--- config.mk ---
export PLATFORM = sky130hd
export DESIGN_NAME = vga_scan_ctrl_flat
export DESIGN_NICKNAME = d
export VERILOG_FILES = /design/src/rtl/vga_timing_pkg.sv /design/src/rtl/vga_scan_ctrl_if.sv /design/src/rtl/vga_pix_div.sv /design/src/rtl/vga_scan_ctrl.sv /design/src/flat_wrapper.sv
export SDC_FILE = /design/constraint.sdc
export NUM_CORES = 1
export LEC_CHECK = 0
export ABC_AREA = 1
export CAP_MARGIN = 20
export CORE_UTILIZATION = 55
export CTS_CLUSTER_DIAMETER = 30
export CTS_CLUSTER_SIZE = 14
export DETAILED_ROUTE_END_ITERATION = 12
export MAX_ROUTING_LAYER = met4
export PLACE_DENSITY = 0.88
export SLEW_MARGIN = 30
export SYNTH_ARGS = -nofsm -noshare
export SYNTH_HDL_FRONTEND = slang
export SYNTH_HIERARCHICAL = 1
export SYNTH_SLANG_ARGS = --single-unit
--- constraint.sdc ---
create_clock -name clk -period 4.79 [get_ports clk]
set_clock_uncertainty 0.1 [all_clocks]
set_input_delay 0.958 -clock clk [delete_from_list [all_inputs] [get_ports clk]]
set_output_delay 0.958 -clock clk [all_outputs]
set_load 0.005 [all_outputs]
--- src/rtl/vga_timing_pkg.sv ---
// Shared VGA 640x480@60 timing constants, sync window bounds, counter and
// mode types, plus the mode wrap helper used by the frame scheduler.
package vga_timing_pkg;

    localparam int CLK_DIV = 4;

    localparam int H_VIS   = 640;
    localparam int H_FP    = 16;
    localparam int H_SYNC  = 96;
    localparam int H_BP    = 48;
    localparam int H_TOTAL = H_VIS + H_FP + H_SYNC + H_BP;

    localparam int V_VIS   = 480;
    localparam int V_FP    = 10;
    localparam int V_SYNC  = 2;
    localparam int V_BP    = 33;
    localparam int V_TOTAL = V_VIS + V_FP + V_SYNC + V_BP;

    localparam int H_SYNC_START = H_VIS + H_FP;
    localparam int H_SYNC_END   = H_SYNC_START + H_SYNC - 1;
    localparam int V_SYNC_START = V_VIS + V_FP;
    localparam int V_SYNC_END   = V_SYNC_START + V_SYNC - 1;

    localparam int N_MODES         = 4;
    localparam int MODE_W          = $clog2(N_MODES);
    localparam int FRAMES_PER_MODE = 60;
    localparam int CNT_W           = 11;

    typedef logic [MODE_W-1:0] mode_t;
    typedef logic [CNT_W-1:0]  cnt_t;

    // Next pattern in round-robin order.
    function automatic mode_t mode_advance(input mode_t m);
        return (m == mode_t'(N_MODES - 1)) ? '0 : mode_t'(m + 1'b1);
    endfunction

endpackage

--- src/rtl/vga_scan_ctrl_if.sv ---
// Raster bundle between the scan sequencer (slave) and its controller and
// pattern consumers (master).
interface vga_scan_ctrl_if;
    import vga_timing_pkg::*;

    logic  en;
    logic  mode_next;
    logic  pix_tick;
    cnt_t  hc;
    cnt_t  vc;
    logic  vidon;
    logic  hsync;
    logic  vsync;
    logic  frame_start;
    mode_t mode;

    modport master (
        output en, mode_next,
        input  pix_tick, hc, vc, vidon, hsync, vsync, frame_start, mode
    );

    modport slave (
        input  en, mode_next,
        output pix_tick, hc, vc, vidon, hsync, vsync, frame_start, mode
    );

endinterface

--- src/rtl/vga_pix_div.sv ---
// Pixel clock-enable divider: one pix_tick every CLK_DIV system clocks while
// enabled; the phase restarts from zero whenever en is low.
module vga_pix_div #(
    parameter int CLK_DIV = vga_timing_pkg::CLK_DIV
) (
    input  logic clk,
    input  logic rst,
    input  logic en,
    output logic pix_tick
);

    localparam int               DIV_W    = $clog2(CLK_DIV);
    localparam logic [DIV_W-1:0] DIV_LAST = DIV_W'(CLK_DIV - 1);

    logic [DIV_W-1:0] div;

    // Divider phase counter, cleared by reset or when the raster is idle.
    // NOTE: sequential state uses <= so every flop sees pre-edge values.
    always_ff @(posedge clk) begin
        if (rst || !en) begin
            div <= '0;
        end else if (div == DIV_LAST) begin
            div <= '0;
        end else begin
            div <= div + 1'b1;
        end
    end

    assign pix_tick = en && (div == DIV_LAST);

endmodule

--- src/rtl/vga_scan_ctrl.sv ---
// VGA raster sequencer: pixel divider, hc/vc scan counters, registered
// vidon/hsync/vsync decode, frame_start pulse and the frame-aligned pattern
// scheduler. Define VGA_SCAN_AUTOCYCLE_EN to also advance mode automatically
// every FRAMES_PER_MODE frames.
module vga_scan_ctrl #(
    parameter int CLK_DIV         = vga_timing_pkg::CLK_DIV,
    parameter int H_VIS           = vga_timing_pkg::H_VIS,
    parameter int H_FP            = vga_timing_pkg::H_FP,
    parameter int H_SYNC          = vga_timing_pkg::H_SYNC,
    parameter int H_BP            = vga_timing_pkg::H_BP,
    parameter int V_VIS           = vga_timing_pkg::V_VIS,
    parameter int V_FP            = vga_timing_pkg::V_FP,
    parameter int V_SYNC          = vga_timing_pkg::V_SYNC,
    parameter int V_BP            = vga_timing_pkg::V_BP,
    parameter int FRAMES_PER_MODE = vga_timing_pkg::FRAMES_PER_MODE
) (
    input  logic          clk,
    input  logic          rst,
    vga_scan_ctrl_if.slave scan
);
    import vga_timing_pkg::*;

    localparam cnt_t H_LAST   = cnt_t'(H_VIS + H_FP + H_SYNC + H_BP - 1);
    localparam cnt_t V_LAST   = cnt_t'(V_VIS + V_FP + V_SYNC + V_BP - 1);
    localparam cnt_t H_VIS_C  = cnt_t'(H_VIS);
    localparam cnt_t V_VIS_C  = cnt_t'(V_VIS);
    localparam cnt_t HS_FIRST = cnt_t'(H_VIS + H_FP);
    localparam cnt_t HS_LAST  = cnt_t'(H_VIS + H_FP + H_SYNC - 1);
    localparam cnt_t VS_FIRST = cnt_t'(V_VIS + V_FP);
    localparam cnt_t VS_LAST  = cnt_t'(V_VIS + V_FP + V_SYNC - 1);

    localparam int               FC_W    = (FRAMES_PER_MODE > 1) ? $clog2(FRAMES_PER_MODE) : 1;
    localparam logic [FC_W-1:0]  FC_LAST = FC_W'(FRAMES_PER_MODE - 1);

    logic            pix_tick;
    cnt_t            hc, vc;
    cnt_t            hc_next, vc_next;
    logic            vidon, hsync, vsync;
    logic            frame_start;
    logic            restart;     // raster sits at (0,0) after reset or idle
    logic            boundary;    // this tick starts a new frame
    logic            advance;
    mode_t           mode;
    logic            pending;
    logic [FC_W-1:0] frame_cnt;

    vga_pix_div #(.CLK_DIV(CLK_DIV)) u_pix_div (
        .clk      (clk),
        .rst      (rst),
        .en       (scan.en),
        .pix_tick (pix_tick)
    );

    // Next raster position: step on a pixel tick, wrap at line and frame end.
    // NOTE: every output gets a default first, so no path infers a latch.
    always_comb begin
        hc_next = hc;
        vc_next = vc;
        if (pix_tick) begin
            if (hc == H_LAST) begin
                hc_next = '0;
                vc_next = (vc == V_LAST) ? '0 : cnt_t'(vc + 1'b1);
            end else begin
                hc_next = cnt_t'(hc + 1'b1);
            end
        end
    end

    // A frame begins on the tick that wraps to (0,0), or on the first tick
    // after the raster was restarted from (0,0).
    assign boundary = pix_tick && (restart || (hc == H_LAST && vc == V_LAST));

    // Mode advances on a pending request or, when enabled, on the auto period.
    always_comb begin
        advance = pending;
`ifdef VGA_SCAN_AUTOCYCLE_EN
        if (frame_cnt == FC_LAST) begin
            advance = 1'b1;
        end
`endif
    end

    // Scan counters plus sync/blank flags decoded from the next position.
    always_ff @(posedge clk) begin
        if (rst || !scan.en) begin
            hc          <= '0;
            vc          <= '0;
            vidon       <= 1'b0;
            hsync       <= 1'b1;
            vsync       <= 1'b1;
            frame_start <= 1'b0;
            restart     <= 1'b1;
        end else begin
            hc          <= hc_next;
            vc          <= vc_next;
            vidon       <= (hc_next < H_VIS_C) && (vc_next < V_VIS_C);
            hsync       <= !((hc_next >= HS_FIRST) && (hc_next <= HS_LAST));
            vsync       <= !((vc_next >= VS_FIRST) && (vc_next <= VS_LAST));
            frame_start <= boundary;
            if (pix_tick) begin
                restart <= 1'b0;
            end
        end
    end

    // Pattern scheduler: mode only moves on a frame boundary, at most once.
    always_ff @(posedge clk) begin
        if (rst) begin
            mode      <= '0;
            pending   <= 1'b0;
            frame_cnt <= '0;
        end else if (boundary) begin
            pending <= scan.mode_next;  // a request on the boundary waits a frame
            if (advance) begin
                mode      <= mode_advance(mode);
                frame_cnt <= '0;
            end else if (frame_cnt != FC_LAST) begin
                frame_cnt <= frame_cnt + 1'b1;
            end
        end else if (scan.mode_next) begin
            pending <= 1'b1;
        end
    end

    assign scan.pix_tick    = pix_tick;
    assign scan.hc          = hc;
    assign scan.vc          = vc;
    assign scan.vidon       = vidon;
    assign scan.hsync       = hsync;
    assign scan.vsync       = vsync;
    assign scan.frame_start = frame_start;
    assign scan.mode        = mode;

endmodule
--- src/flat_wrapper.sv ---
// flat-port wrapper written by rule: the top's interface ports become plain ports
module vga_scan_ctrl_flat import vga_timing_pkg::*;
#(
    parameter int CLK_DIV         = vga_timing_pkg::CLK_DIV,
    parameter int H_VIS           = vga_timing_pkg::H_VIS,
    parameter int H_FP            = vga_timing_pkg::H_FP,
    parameter int H_SYNC          = vga_timing_pkg::H_SYNC,
    parameter int H_BP            = vga_timing_pkg::H_BP,
    parameter int V_VIS           = vga_timing_pkg::V_VIS,
    parameter int V_FP            = vga_timing_pkg::V_FP,
    parameter int V_SYNC          = vga_timing_pkg::V_SYNC,
    parameter int V_BP            = vga_timing_pkg::V_BP,
    parameter int FRAMES_PER_MODE = vga_timing_pkg::FRAMES_PER_MODE
)
  (clk, rst, scan_en, scan_mode_next, scan_pix_tick, scan_hc, scan_vc, scan_vidon, scan_hsync, scan_vsync, scan_frame_start, scan_mode);
  vga_scan_ctrl_if scan_i ();
  input  logic clk;
  input  logic rst;
  input wire logic [$bits(scan_i.en)-1:0] scan_en;
  input wire logic [$bits(scan_i.mode_next)-1:0] scan_mode_next;
  output wire logic [$bits(scan_i.pix_tick)-1:0] scan_pix_tick;
  output wire logic [$bits(scan_i.hc)-1:0] scan_hc;
  output wire logic [$bits(scan_i.vc)-1:0] scan_vc;
  output wire logic [$bits(scan_i.vidon)-1:0] scan_vidon;
  output wire logic [$bits(scan_i.hsync)-1:0] scan_hsync;
  output wire logic [$bits(scan_i.vsync)-1:0] scan_vsync;
  output wire logic [$bits(scan_i.frame_start)-1:0] scan_frame_start;
  output wire logic [$bits(scan_i.mode)-1:0] scan_mode;
  assign scan_i.en = scan_en;
  assign scan_i.mode_next = scan_mode_next;
  assign scan_pix_tick = scan_i.pix_tick;
  assign scan_hc = scan_i.hc;
  assign scan_vc = scan_i.vc;
  assign scan_vidon = scan_i.vidon;
  assign scan_hsync = scan_i.hsync;
  assign scan_vsync = scan_i.vsync;
  assign scan_frame_start = scan_i.frame_start;
  assign scan_mode = scan_i.mode;
  vga_scan_ctrl #(.CLK_DIV(CLK_DIV), .H_VIS(H_VIS), .H_FP(H_FP), .H_SYNC(H_SYNC), .H_BP(H_BP), .V_VIS(V_VIS), .V_FP(V_FP), .V_SYNC(V_SYNC), .V_BP(V_BP), .FRAMES_PER_MODE(FRAMES_PER_MODE)) u_core (.clk(clk), .rst(rst), .scan(scan_i));
endmodule
==> flow_summary.json <==
{
  "leakage_nw": 0.964,
  "hold_viol_final": 0,
  "h-tree-depth": 2,
  "yosysMostFrequentCell": "nand2_1",
  "antenna_found_initial": 0,
  "slew_headroom": 0.459,
  "cts_tree": "yes",
  "post_cts_buffers": 0,
  "yosys-top-cells-area": "dfxtp_1 34%, nand2_1 12%, nand3_1 9.0%",
  "ys.flop_type": "dfxtp_1",
  "max_freq_mhz": 316,
  "fin_util": 0.734,
  "synth_fp_nets": 289,
  "ys_warn_count": 6,
  "worstReg2RegStart": "u_core/u_pix_div/div[0]",
  "core-area_um2": 3150,
  "dp_hpwl_um": 3200,
  "rrSetupSlack_ns": 2.55,
  "ys_types": 31,
  "async_flop_share": 0,
  "min_period_over_period": 0.661,
  "overflow": 0,
  "viasPerCell": 5.25,
  "synthToLayoutAreaGrowth_pct": 23.0,
  "yosys-top-cells-count": "60 x nand2_1, 45 x nor2_1, 38 x inv_1",
  "drt_iter0_markers": 173,
  "routed_wl_um": 4300,
  "yosysSeqAreaShare": 0.340,
  "ir_worst_vdd_v": 0.000143,
  "die_h_um": 60.5,
  "cp.arrival_ns": 2.11,
  "synth_enable_flop_cells": 0,
  "portBuffers": 32,
  "cts_sinks": 32,
  "rows": 20,
  "path_clk_slew_ns": 0.10,
  "status": "finished, final reports clean",
  "dr_total_vias": 1889,
  "synth.ff_latch_count": 32,
  "ctsHoldBuffers": 0,
  "min_period_ns": 3.16,
  "critPathSlowestCell": "clkdlybuf4s50_1",
  "cts_buffers": 5,
  "hp-class": "reg -> reg",
  "crit_start": "scan_en",
  "crit_fanout": 3,
  "grt_use_total": 0.276,
  "drv_slew": 0,
  "crit_path_start_kind": "input port",
  "gp_congestion": 0.888,
  "finish.net_count": 324,
  "power-per-cell-area_nw_per_um2": 211,
  "syn_area_um2": 1880,
  "endpoint_kind": "output port",
  "grt_pass1_vias": 1700,
  "cp_cell_sequence": "clkdlybuf4s50_1 > nand2_1 > inv_1 > clkdlybuf4s50_1",
  "worst-r2r-cell-count": 11,
  "start_util": 0.597,
  "drt_drc_violations_left": 0,
  "slowest_delay_ns": 0.51,
  "maxCapViolations": 0,
  "wire_per_inst_um": 11.9,
  "drt-pass1-iter-count": 8,
  "synth.avg_cell_area_um2": 6.72,
  "r2r-end": "u_core/scan.hsync",
  "syn_inst": 280,
  "dpl_worst_slack_ns": 1.58,
  "tns_ns": 0,
  "hold_slack_ns": 0.333,
  "clock_latency_ns": 0.33,
  "final-setup-viol-count": 0,
  "crit_type": "in -> out",
  "rsz0062_at_grt": "false",
  "grt_pass1_wl_um": 7210,
  "ctsResizeCount": 0,
  "fp.dieArea_um2": 3660,
  "yosysTopAreaCell": "dfxtp_1",
  "ioPinCount": 33,
  "clock-root-buffer": "clkbuf_4",
  "fin_ws_ns": 1.63,
  "crit_required_ns": 3.73,
  "antenna_cells": 0,
  "worst_pin_slew_ns": 0.810,
  "grt_max_degree": 27,
  "synth_top_area_share": 0.340,
  "die_w_um": 60.5,
  "crit_top_cell": "clkdlybuf4s50_1",
  "drive_gt1_frac": 0.108,
  "clk_path_buf_depth": 2,
  "endpoint": "scan_pix_tick",
  "final_antenna_net_count": 0
}
## flip-flops by register name, summed over array words and instances, names as in the netlist
register	cells
u_core/advance	1
u_core/scan.hsync	1
u_core/u_pix_div/div	2
u_core/scan.hc	11
u_core/scan.mode	2
u_core/scan.vsync	1
u_core/scan.vidon	1
u_core/scan.frame_start	1
u_core/scan.vc	11
u_core/restart	1
## cell usage in the layout, fill, tap and decap left out, types with 6 or more instances in the layout
cell type / count
clkdlybuf4s50_1: 32
nor3_1: 6
o21ai_0: 6
nand3_1: 34
nand2_1: 60
nor2_2: 6
inv_1: 38
nor2_1: 45
a21oi_1: 6
dfxtp_1: 32
nand4_1: 10
## how the worst min path moves through the flow
| stage | from | slack, ns | end | cells past startpoint |
|---|---|---|---|---|
| finish | u_core/u_pix_div/div[0] | 0.33 | u_core/u_pix_div/div[0] | 1 |
| global route | u_core/u_pix_div/div[0] | 0.36 | u_core/u_pix_div/div[0] | 1 |
| CTS | u_core/u_pix_div/div[0] | 0.34 | u_core/u_pix_div/div[0] | 1 |
| detailed placement | u_core/u_pix_div/div[0] | 0.32 | u_core/u_pix_div/div[0] | 1 |
| global placement | u_core/u_pix_div/div[0] | 0.30 | u_core/u_pix_div/div[0] | 1 |
| floorplan | u_core/u_pix_div/div[0] | 0.30 | u_core/u_pix_div/div[0] | 1 |
## final cells by class
class	instances	area [um2]
repair buffers	33	328
clock inverters	2	35.0
inverters	42	165
well taps	44	55.1
clock buffers	6	41.3
multi-input cells	201	1050
fillers	271	838
flip-flops and latches	32	641
## metal layers
| layer | vias to the layer above | GRT usage | share of wire |
|---|---|---|---|
| met4 | 0 | 0.123 | 0.013 |
| li1 | 959 | - | - |
| met1 | 855 | 0.339 | 0.45 |
| met2 | 68 | 0.427 | 0.48 |
| met5 | - | - | 0 |
| met3 | 7 | 0.0682 | 0.055 |
## cell families after synthesis
logic type / count (synthesis) / share of synthesized area
AO/OA/AOI/OAI: 17 / 0.0552
XOR/XNOR: 3 / 0.0140
adder cells (fa/ha/maj): 5 / 0.0332
buffers and inverters: 47 / 0.102
flip-flops: 32 / 0.340
AND/OR/NAND/NOR: 176 / 0.455
## power breakdown
part | leakage, nW | internal (W) | total, W | switching (W)
sequential | 0.259 | 0.000268 | 0.000269 | 0.000000873
combinational | 0.663 | 0.00000543 | 0.0000134 | 0.00000800
clock | 0.0422 | 0.000109 | 0.000205 | 0.0000959
total | 0.964 | 0.000383 | 0.000488 | 0.000105
## critical path: cells and delay by family
| family | cells | cell delay, ns |
|---|---|---|
| buffers and inverters | 3 | 1.08 |
| and+or+nand+nor | 1 | 0.07 |
## metrics by stage
step | power (W) | std cells | instance area [um2]
3_3_place_gp | 0.000288 | 352 | 2240
2_1_floorplan | 0.000282 | 280 | 1880
5_1_grt | 0.000509 | 360 | 2310
4_1_cts | 0.000491 | 360 | 2310
3_5_place_dp | 0.000288 | 352 | 2240
6_report | 0.000488 | 360 | 2310
Note: power is estimated with default switching activity, not from simulation.
